==> src/rtl/shift_frame_sched.sv <==
// ---------------------------------------------------------------------------
// shift_frame_sched
//
// Round-robin scheduler and sequencer for a parallel-load serial shift
// register datapath. Two requesters offer WIDTH-bit frames; the granted frame
// is loaded into the datapath, shifted out one bit per cycle in the requested
// direction, and the datapath's registered serial output is re-aligned with
// valid/first/last markers for the downstream consumer.
//
// Ports
//   clk, rst_n                 clock, asynchronous active-low reset
//   reqN_valid/ready/data/dir  requester handshakes (N = 0, 1); dir=1 is LSB first
//   abort                      cancel the frame in LOAD, SHIFT or DONE
//   sr_load, sr_en_shift       datapath parallel-load / shift-enable controls
//   sr_right_left, sr_data_in  datapath direction and parallel word
//   sr_out                     datapath registered serial output
//   ser_bit/valid/first/last   aligned serial stream to the consumer
//   done, aborted              completion / cancellation pulses
//   busy, grant_id             scheduler activity and current owner
// ---------------------------------------------------------------------------
module shift_frame_sched #(
    parameter int WIDTH      = 8,
    parameter int GAP_CYCLES = 0
) (
    input  logic             clk,
    input  logic             rst_n,
    input  logic             req0_valid,
    output logic             req0_ready,
    input  logic [WIDTH-1:0] req0_data,
    input  logic             req0_dir,
    input  logic             req1_valid,
    output logic             req1_ready,
    input  logic [WIDTH-1:0] req1_data,
    input  logic             req1_dir,
    input  logic             abort,
    output logic             sr_load,
    output logic             sr_en_shift,
    output logic             sr_right_left,
    output logic [WIDTH-1:0] sr_data_in,
    input  logic             sr_out,
    output logic             ser_bit,
    output logic             ser_valid,
    output logic             ser_first,
    output logic             ser_last,
    output logic             done,
    output logic             aborted,
    output logic             busy,
    output logic             grant_id
);

    localparam int CNT_W = $clog2(WIDTH);
    localparam int GAP_W = (GAP_CYCLES > 1) ? $clog2(GAP_CYCLES) : 1;

    localparam logic [CNT_W-1:0] CNT_LAST = CNT_W'(WIDTH - 1);
    localparam logic [GAP_W-1:0] GAP_LAST = GAP_W'((GAP_CYCLES > 0) ? GAP_CYCLES - 1 : 0);

    localparam logic [2:0] S_IDLE  = 3'd0;
    localparam logic [2:0] S_LOAD  = 3'd1;
    localparam logic [2:0] S_SHIFT = 3'd2;
    localparam logic [2:0] S_DONE  = 3'd3;
    localparam logic [2:0] S_GAP   = 3'd4;

    logic [2:0]       state_q, state_d;
    logic [CNT_W-1:0] bit_cnt_q, bit_cnt_d;
    logic [GAP_W-1:0] gap_cnt_q, gap_cnt_d;
    logic [WIDTH-1:0] data_q, data_d;
    logic             dir_q, dir_d;
    logic             last_grant_q, last_grant_d;
    logic             grant_id_q, grant_id_d;
    logic             ser_valid_q;
    logic [CNT_W-1:0] bit_idx_q;
    logic             aborted_q;

    logic st_idle;
    logic st_active;
    logic abort_hit;
    logic win0;
    logic win1;

    assign st_idle   = (state_q == S_IDLE);
    assign st_active = (state_q == S_LOAD) || (state_q == S_SHIFT) || (state_q == S_DONE);
    assign abort_hit = abort && st_active;

    // Round robin: a lone requester always wins; on a tie the one that did
    // not receive the previous grant wins.
    assign win0 = req0_valid && (!req1_valid || last_grant_q);
    assign win1 = req1_valid && (!req0_valid || !last_grant_q);

    // Ready is qualified with rst_n so that no output is high while reset is
    // held, even though the state register already sits in IDLE.
    assign req0_ready = rst_n && st_idle && win0;
    assign req1_ready = rst_n && st_idle && win1;

    // Datapath controls: an abort kills the strobe in the very cycle it is seen.
    assign sr_load       = (state_q == S_LOAD)  && !abort;
    assign sr_en_shift   = (state_q == S_SHIFT) && !abort;
    assign sr_right_left = dir_q;
    assign sr_data_in    = data_q;

    assign ser_bit   = sr_out;
    assign ser_valid = ser_valid_q;
    assign ser_first = ser_valid_q && (bit_idx_q == '0);
    assign ser_last  = ser_valid_q && (bit_idx_q == CNT_LAST);

    assign done     = (state_q == S_DONE) && !abort;
    assign aborted  = aborted_q;
    assign busy     = !st_idle;
    assign grant_id = grant_id_q;

    always_comb begin
        state_d      = state_q;
        bit_cnt_d    = bit_cnt_q;
        gap_cnt_d    = gap_cnt_q;
        data_d       = data_q;
        dir_d        = dir_q;
        last_grant_d = last_grant_q;
        grant_id_d   = grant_id_q;

        case (state_q)
            S_IDLE: begin
                if (req0_ready || req1_ready) begin
                    state_d      = S_LOAD;
                    data_d       = req1_ready ? req1_data : req0_data;
                    dir_d        = req1_ready ? req1_dir : req0_dir;
                    last_grant_d = req1_ready;
                    grant_id_d   = req1_ready;
                end
            end
            S_LOAD: begin
                bit_cnt_d = '0;
                state_d   = S_SHIFT;
            end
            S_SHIFT: begin
                // The counter parks on the last index so it never wraps.
                if (bit_cnt_q == CNT_LAST) begin
                    state_d = S_DONE;
                end else begin
                    bit_cnt_d = bit_cnt_q + 1'b1;
                end
            end
            S_DONE: begin
                if (GAP_CYCLES > 0) begin
                    state_d   = S_GAP;
                    gap_cnt_d = '0;
                end else begin
                    state_d = S_IDLE;
                end
            end
            S_GAP: begin
                if (gap_cnt_q == GAP_LAST) begin
                    state_d = S_IDLE;
                end else begin
                    gap_cnt_d = gap_cnt_q + 1'b1;
                end
            end
            default: state_d = S_IDLE;
        endcase

        // A cancelled frame returns straight to IDLE, skipping any gap.
        if (abort_hit) begin
            state_d = S_IDLE;
        end
    end

    always_ff @(posedge clk or negedge rst_n) begin
        if (!rst_n) begin
            state_q      <= S_IDLE;
            bit_cnt_q    <= '0;
            gap_cnt_q    <= '0;
            data_q       <= '0;
            dir_q        <= 1'b0;
            last_grant_q <= 1'b1;
            grant_id_q   <= 1'b0;
            ser_valid_q  <= 1'b0;
            bit_idx_q    <= '0;
            aborted_q    <= 1'b0;
        end else begin
            state_q      <= state_d;
            bit_cnt_q    <= bit_cnt_d;
            gap_cnt_q    <= gap_cnt_d;
            data_q       <= data_d;
            dir_q        <= dir_d;
            last_grant_q <= last_grant_d;
            grant_id_q   <= grant_id_d;
            // The datapath output register lags the shift strobe by one
            // cycle, so valid and the bit index are delayed to match it.
            ser_valid_q  <= sr_en_shift;
            bit_idx_q    <= bit_cnt_q;
            aborted_q    <= abort_hit;
        end
    end

endmodule

==> config.mk <==
export PLATFORM = sky130hd
export DESIGN_NAME = shift_frame_sched
export DESIGN_NICKNAME = d
export VERILOG_FILES = /design/src/rtl/shift_frame_sched.sv
export SDC_FILE = /design/constraint.sdc
export NUM_CORES = 1
export LEC_CHECK = 0
export BUFFER_PORTS_ARGS = -buffer_cell sky130_fd_sc_hd__buf_2
export CAP_MARGIN = 5
export CORE_MARGIN = 2
export CORE_UTILIZATION = 42
export CTS_CLUSTER_DIAMETER = 50
export DETAILED_ROUTE_END_ITERATION = 6
export PLACE_DENSITY = 0.74
export SYNTH_ARGS = -nofsm -noshare
export SYNTH_HDL_FRONTEND = slang
export SYNTH_SLANG_ARGS = --single-unit
==> constraint.sdc <==
create_clock -name clk -period 1.4 [get_ports clk]
set_input_delay 0.07 -clock clk [delete_from_list [all_inputs] [get_ports clk]]
set_output_delay 0.07 -clock clk [all_outputs]
set_load 0.02 [all_outputs]
==> metrics.md, run 1 <==
| Metric | Value |
|---|---|
| Hold WC Path Type | `primary input to register` |
| Tot GR Track Use | `24.4%` |
| Clock skew | `0.000930 ns` |
| Synth Register Bits | `21` |
| Syn Nets | `141` |
| Synth Warn # | `0` |
| Most common cell in the netlist | `dfrtp_1` |
| I/O Buffers | `42` |
| Largest area contributor in the netlist | `dfrtp_1` |
| Synthesized area per cell | `9.98 um2` |
| Root Buffer Master | `clkbuf_4` |
| WHS Path Cells | `3` |
| Minimum clock period | `1.50 ns` |
| Sequential area share after synthesis | `48.0%` |
| Share of cells above drive strength 1 | `54.7%` |
| Top cell type's share of synthesized area | `45.6%` |
| Fin util | `71.7%` |
| Post-synth EDFFs | `0` |
| Max VDD drop | `0.00148 V` |
| Initial antenna violation count | `0` |
| Post-detail-place hpwl | `2.00 mm` |
| RR Startpoint | `state_q[0]` |
| Die X | `55.1 um` |
| Num ports | `45` |
| Final setup fails | `16` |
| WL per Instance | `17.1 um` |
| DRT Pass-1 Iters | `4` |
| Initial DRC count | `38` |
| Worst Hold Path EP | `sr_data_in[5]` |
| Area of the core | `2480 um2` |
| Die area | `3040 um2` |
| Via count | `1182` |
| Initial core utilization | `44.3%` |
| Synth top area cells | `dfrtp_1 46%, ha_1 8.0%, a31oi_1 5.1%` |
| Antenna Cells | `0` |
| Period Utilization, post-route | `107%` |
| Critical setup path kind | `register to output port` |
| RSZ-0062 raised after global routing | `true` |
| Placer Congestion | `0.731` |
| Violated checks | `negative setup slack` |
| P_leak | `0.837 nW` |
| Post-Route WL | `3.57 mm` |
| Asr flop ratio synth | `100%` |
| Max Cap Viol | `0` |
| Syn Inst Count | `110` |
| Status | `finished with violations` |
| Power per cell area | `2140 nW/um2` |
| First-pass GRT wire length | `5.09 mm` |
| Fin nets | `211` |
| Drt drc | `0` |
| Grt ovf | `0` |
| Post-route ant nets | `0` |
| Hold Vio Cnt, Final | `0` |
| Die height | `55.1 um` |
| Fin. max-slew vios | `0` |
| Number of global-route vias before repair | `1079` |
| CP required | `1.33 ns` |
| Worst Hold Launch | `req0_data[5]` |
| Commonest cells in the netlist | `20 x dfrtp_1, 13 x nor2_1, 11 x a21oi_1, 11 x o21ai_0, 9 x a31oi_1` |
| Synth Flop Type | `dfrtp_1` |
| Htree depth | `1` |
| Worst setup SP type | `register` |
| Unique masters post-synth | `28` |
| CTS Buffer Depth | `2` |
| CP arrival | `1.43 ns` |
| Pin count of the biggest net entering global routing | `16` |
| Worst Max-Slew Pin Slew | `0.314 ns` |
| DP Area | `1420 um2` |
| Clk_lat worst skew | `0.31 ns` |
| Reg2reg end | `state_q[0]` |
| Clock Sinks | `21` |
| Post-route cell area | `1780 um2` |
| Pre-CTS setup slack | `-0.123 ns` |
| R2R Setup Slk | `-0.08 ns` |
| Vias per cell | `5.66` |
| CTS buffer count | `3` |
| CTS tree | `done` |
| Worst setup EP type | `output port` |
| Pwr Total | `3.79 mW` |
| Clk pin slew, worst setup/hold paths | `0.12 ns` |
| Slew HR | `79.0%` |
| Rows | `18` |
| Max FO, Critical Path | `4` |
| Post-route setup slack | `-0.0994 ns` |
| Max Clock Freq | `667 MHz` |
| Area delta synth->final | `61.9%` |
| FF-to-FF path depth | `8` |
| Post-Syn Area | `1100 um2` |
power breakdown:
group          internal, mW  switching, mW  leakage, nW
combinational          1.15           1.29        0.569
sequential            0.887          0.170        0.251
clock                 0.107          0.190       0.0177
total                  2.14           1.65        0.837
worst max-delay path: stages, from the launching register on:
cell	delay (ns)
dfrtp_1	0.42
inv_2	0.11
ha_4	0.18
nand3_4	0.09
buf_6	0.14
nor2_4	0.07
buf_6	0.12
kinds of logic after synthesis:
kind of cell / Yosys count / share of synthesized area, %
fa+ha+maj: 7 / 7.98
xor+xnor: 1 / 0.798
compound gates: 39 / 23.0
mux: 2 / 2.05
simple gates: 29 / 13.0
buf+inv: 11 / 5.13
flops: 21 / 48.0
cell usage in the layout (no fill, tap or decap), types with 3 or more instances in the layout:
cell,instances
buf_2,37
nor2_1,11
a21oi_1,10
buf_4,18
clkbuf_4,3
buf_6,11
dfrtp_1,20
o21ai_0,9
nand2_1,3
inv_1,4
ha_4,5
a31oi_1,9
sequential cells by signal, summed over array words and instances (netlist names):
register / count
aborted: 1
grant_id: 1
last_grant_q: 1
sr_data_in: 8
bit_cnt_q: 3
bit_idx_q: 3
sr_right_left: 1
state_q: 2
ser_valid: 1
routing by layer:
layer | GRT usage [%] | routed length [um] | up-vias
li1 | - | - | 538
met1 | 32.3 | 1370 | 564
met3 | 2.96 | 311 | 10
met4 | 8.94 | 95 | 0
met2 | 41.1 | 1790 | 70
met5 | 0 | 0 | -
repair_timing:
action / CTS / global route
hold buffers: 2 / 0
cloned: 3 / 0
endpoints found under the hold margin: 6 / 0
pin swaps: 7 / 5
gates resized for setup: 30 / 18
setup endpoints to repair: 15 / 19
setup buffers: 10 / 4
per-stage QoR:
stage | hold WS [ns] | std cells | TNS, ns
after floorplan | -0.226 | 110 | -0.0137
final | 0.00181 | 209 | -0.756
after global routing | 0.00940 | 209 | -1.81
after CTS | 0.00439 | 206 | -0.374
after detailed placement | -0.0406 | 187 | -0.775
after global placement | -0.0418 | 187 | -0.0242
layout make-up:
type	instances	area, um2
well taps	30	37.5
repair buffers	68	464
inverters	6	22.5
clock buffers	3	22.5
multi-input cells	80	698
flip-flops and latches	21	527
clock inverters	1	5.00
fillers	172	701
worst max path at each step:
| stage | start | to | slack (ns) |
|---|---|---|---|
| 6_report | state_q[0] | req1_ready | -0.1 |
| 5_1_grt | state_q[0] | req1_ready | -0.15 |
| 4_1_cts | state_q[1] | done | -0.11 |
| 3_5_place_dp | state_q[0] | sr_data_in[6] | -0.12 |
| 3_3_place_gp | bit_cnt_q[1] | state_q[1] | -0.008 |
| 2_1_floorplan | bit_cnt_q[0] | state_q[1] | -0.01 |
No activity file was read; power rests on OpenSTA's default activity.
==> run 2: changes to the inputs <==
ABC_AREA = 1   (was not set)
CAP_MARGIN = 20   (was 5)
TNS_END_PERCENT = 30   (was not set)
==> metrics.md, run 2 <==
| Metric | Value |
|---|---|
| Post-synth EDFFs | `0` |
| DRT Pass-1 Iters | `4` |
| Synth Warn # | `0` |
| Violated checks | `negative setup slack` |
| Grt ovf | `0` |
| Status | `finished with violations` |
| RSZ-0062 raised after global routing | `true` |
| Worst hold slack | `0.0498 ns` |
| CP required | `1.33 ns` |
| Worst setup EP type | `output port` |
| Critical setup path kind | `register to output port` |
| Area of the core | `2480 um2` |
| Placed Cells incl. Taps | `217` |
| Drt drc | `0` |
| P_leak | `0.894 nW` |
| Sequential area share after synthesis | `48.2%` |
| Most frequent cells in the layout | `68 x nand2_1, 36 x buf_2, 20 x dfrtp_1` |
| Power per cell area | `1960 nW/um2` |
| Fin. max-slew vios | `0` |
| I/O Buffers | `42` |
| CTS buffer count | `3` |
| Post-Syn Area | `1090 um2` |
| Clk_lat worst skew | `0.30 ns` |
| Max FO, Critical Path | `3` |
| Via count | `1055` |
| Htree depth | `1` |
| Fillers | `226` |
| Post-route setup slack | `-0.0430 ns` |
| Synth Register Bits | `21` |
| Most common cell in the netlist | `nand2_1` |
| Worst setup SP type | `register` |
| Initial DRC count | `10` |
| Worst Max-Slew Pin Slew | `0.364 ns` |
| Synth top area cells | `dfrtp_1 46%, nand2_1 25%, ha_1 8.0%` |
| Root Buffer Master | `clkbuf_4` |
| Die area | `3020 um2` |
| Pre-CTS setup slack | `-0.0202 ns` |
| Syn Nets | `172` |
| Post-Route WL | `2.65 mm` |
| Initial core utilization | `44.1%` |
| Die X | `55.0 um` |
| Pin count of the biggest net entering global routing | `17` |
| Period Utilization, post-route | `103%` |
| Vias per cell | `4.65` |
| Pwr Total | `3.00 mW` |
| Clock Sinks | `21` |
| Commonest cells in the netlist | `72 x nand2_1, 20 x dfrtp_1, 15 x inv_1, 8 x nor2_1, 7 x ha_1` |
| CTS Buffer Depth | `2` |
| Num ports | `45` |
| CP arrival | `1.37 ns` |
| Rows | `18` |
| Share of cells above drive strength 1 | `41.1%` |
| Final setup fails | `4` |
| Asr flop ratio synth | `100%` |
| Area delta synth->final | `40.4%` |
| Synthesized area per cell | `7.75 um2` |
| Initial antenna violation count | `0` |
| Minimum clock period | `1.44 ns` |
| CTS tree | `done` |
| Placer Congestion | `0.901` |
| Clk pin slew, worst setup/hold paths | `0.12 ns` |
| Largest area contributor in the netlist | `dfrtp_1` |
| Unique masters post-synth | `18` |
| Fin nets | `229` |
| Die height | `55.0 um` |
| Slew HR | `75.8%` |
| Max VDD drop | `0.00101 V` |
| Hold WC Path Type | `primary input to register` |
| Tot GR Track Use | `18.4%` |
| Clock skew | `0.00648 ns` |
| WL per Instance | `11.7 um` |
| Most common cell after layout, fill and taps aside | `nand2_1` |
| Max FFs per register | `8` |
| First-pass GRT wire length | `3.84 mm` |
| Max Cap Viol | `0` |
| Hold Vio Cnt, Final | `0` |
| Max Clock Freq | `693 MHz` |
| Top cell type's share of synthesized area | `45.8%` |
| Synth Flop Type | `dfrtp_1` |
| Syn Inst Count | `141` |
| Number of global-route vias before repair | `881` |
| Final std cells w/o fill | `227` |
| Post-route ant nets | `0` |
| Antenna Cells | `0` |
| Post-detail-place hpwl | `1.90 mm` |
-- run 2: final timing paths --
path	endpoint	depth (start not counted)	slack [ns]	start
hold reg to reg	bit_idx_q[1]	0	0.44	bit_cnt_q[1]
max in group asynchronous	grant_id	3	0.62	rst_n
setup / recovery	req0_ready	7	-0.04	state_q[0]
setup reg to reg	sr_data_in[5]	10	0.01	state_q[0]
min in group asynchronous	sr_data_in[0]	2	0.27	rst_n
hold / removal	sr_right_left	5	0.05	req0_dir
-- run 2: critical path, cell delays in order, from the launching register on --
cell and delay (ns):
dfrtp_1 0.41, inv_2 0.10, ha_4 0.15, nand2_2 0.06
inv_2 0.07, nand2_2 0.05, a21oi_2 0.09, buf_4 0.15
-- run 2: logic make-up after synthesis --
family          Yosys count  synth area share (%)
compound gates            7                  3.55
fa+ha+maj                 7                  8.02
buf+inv                  19                  8.25
flops                    21                  48.2
simple gates             87                  32.0
-- run 2: metal layers --
metal	share of wire (%)	global-route usage (%)
met5	0	0
met4	2.4	9.76
met3	4.0	1.61
met2	53	30.8
met1	41	23.7
-- run 2: stage by stage --
| step | setup TNS [ns] | area (um2) | util, % |
|---|---|---|---|
| 6_report | -0.110 | 1530 | 61.9 |
| 5_1_grt | -1.40 | 1530 | 61.9 |
| 4_1_cts | -0.187 | 1480 | 59.6 |
| 3_5_place_dp | -0.0703 | 1360 | 55.0 |
| 3_3_place_gp | 0 | 1360 | 55.0 |
| 2_1_floorplan | 0 | 1090 | - |
-- run 2: area by class of cell --
cell class	instances	area (um2)	area share, %
flip-flops and latches	21	527	34.3
multi-input cells	101	543	35.4
clock inverters	1	5.00	0.326
inverters	16	60.1	3.92
well taps	30	37.5	2.45
clock buffers	3	22.5	1.47
repair buffers	55	339	22.1
-- run 2: where the power goes --
part	total, mW	internal, mW	switching, mW
sequential	1.01	0.877	0.134
clock	0.290	0.106	0.183
combinational	1.70	0.697	1.01
-- run 2: timing repair --
action	CTS	global route
setup buffers	4	0
hold endpoints to repair	22	0
cloned	0	0
endpoints found under the setup margin	15	21
gates resized for setup	13	19
hold buffers	2	0
pin swaps	3	2
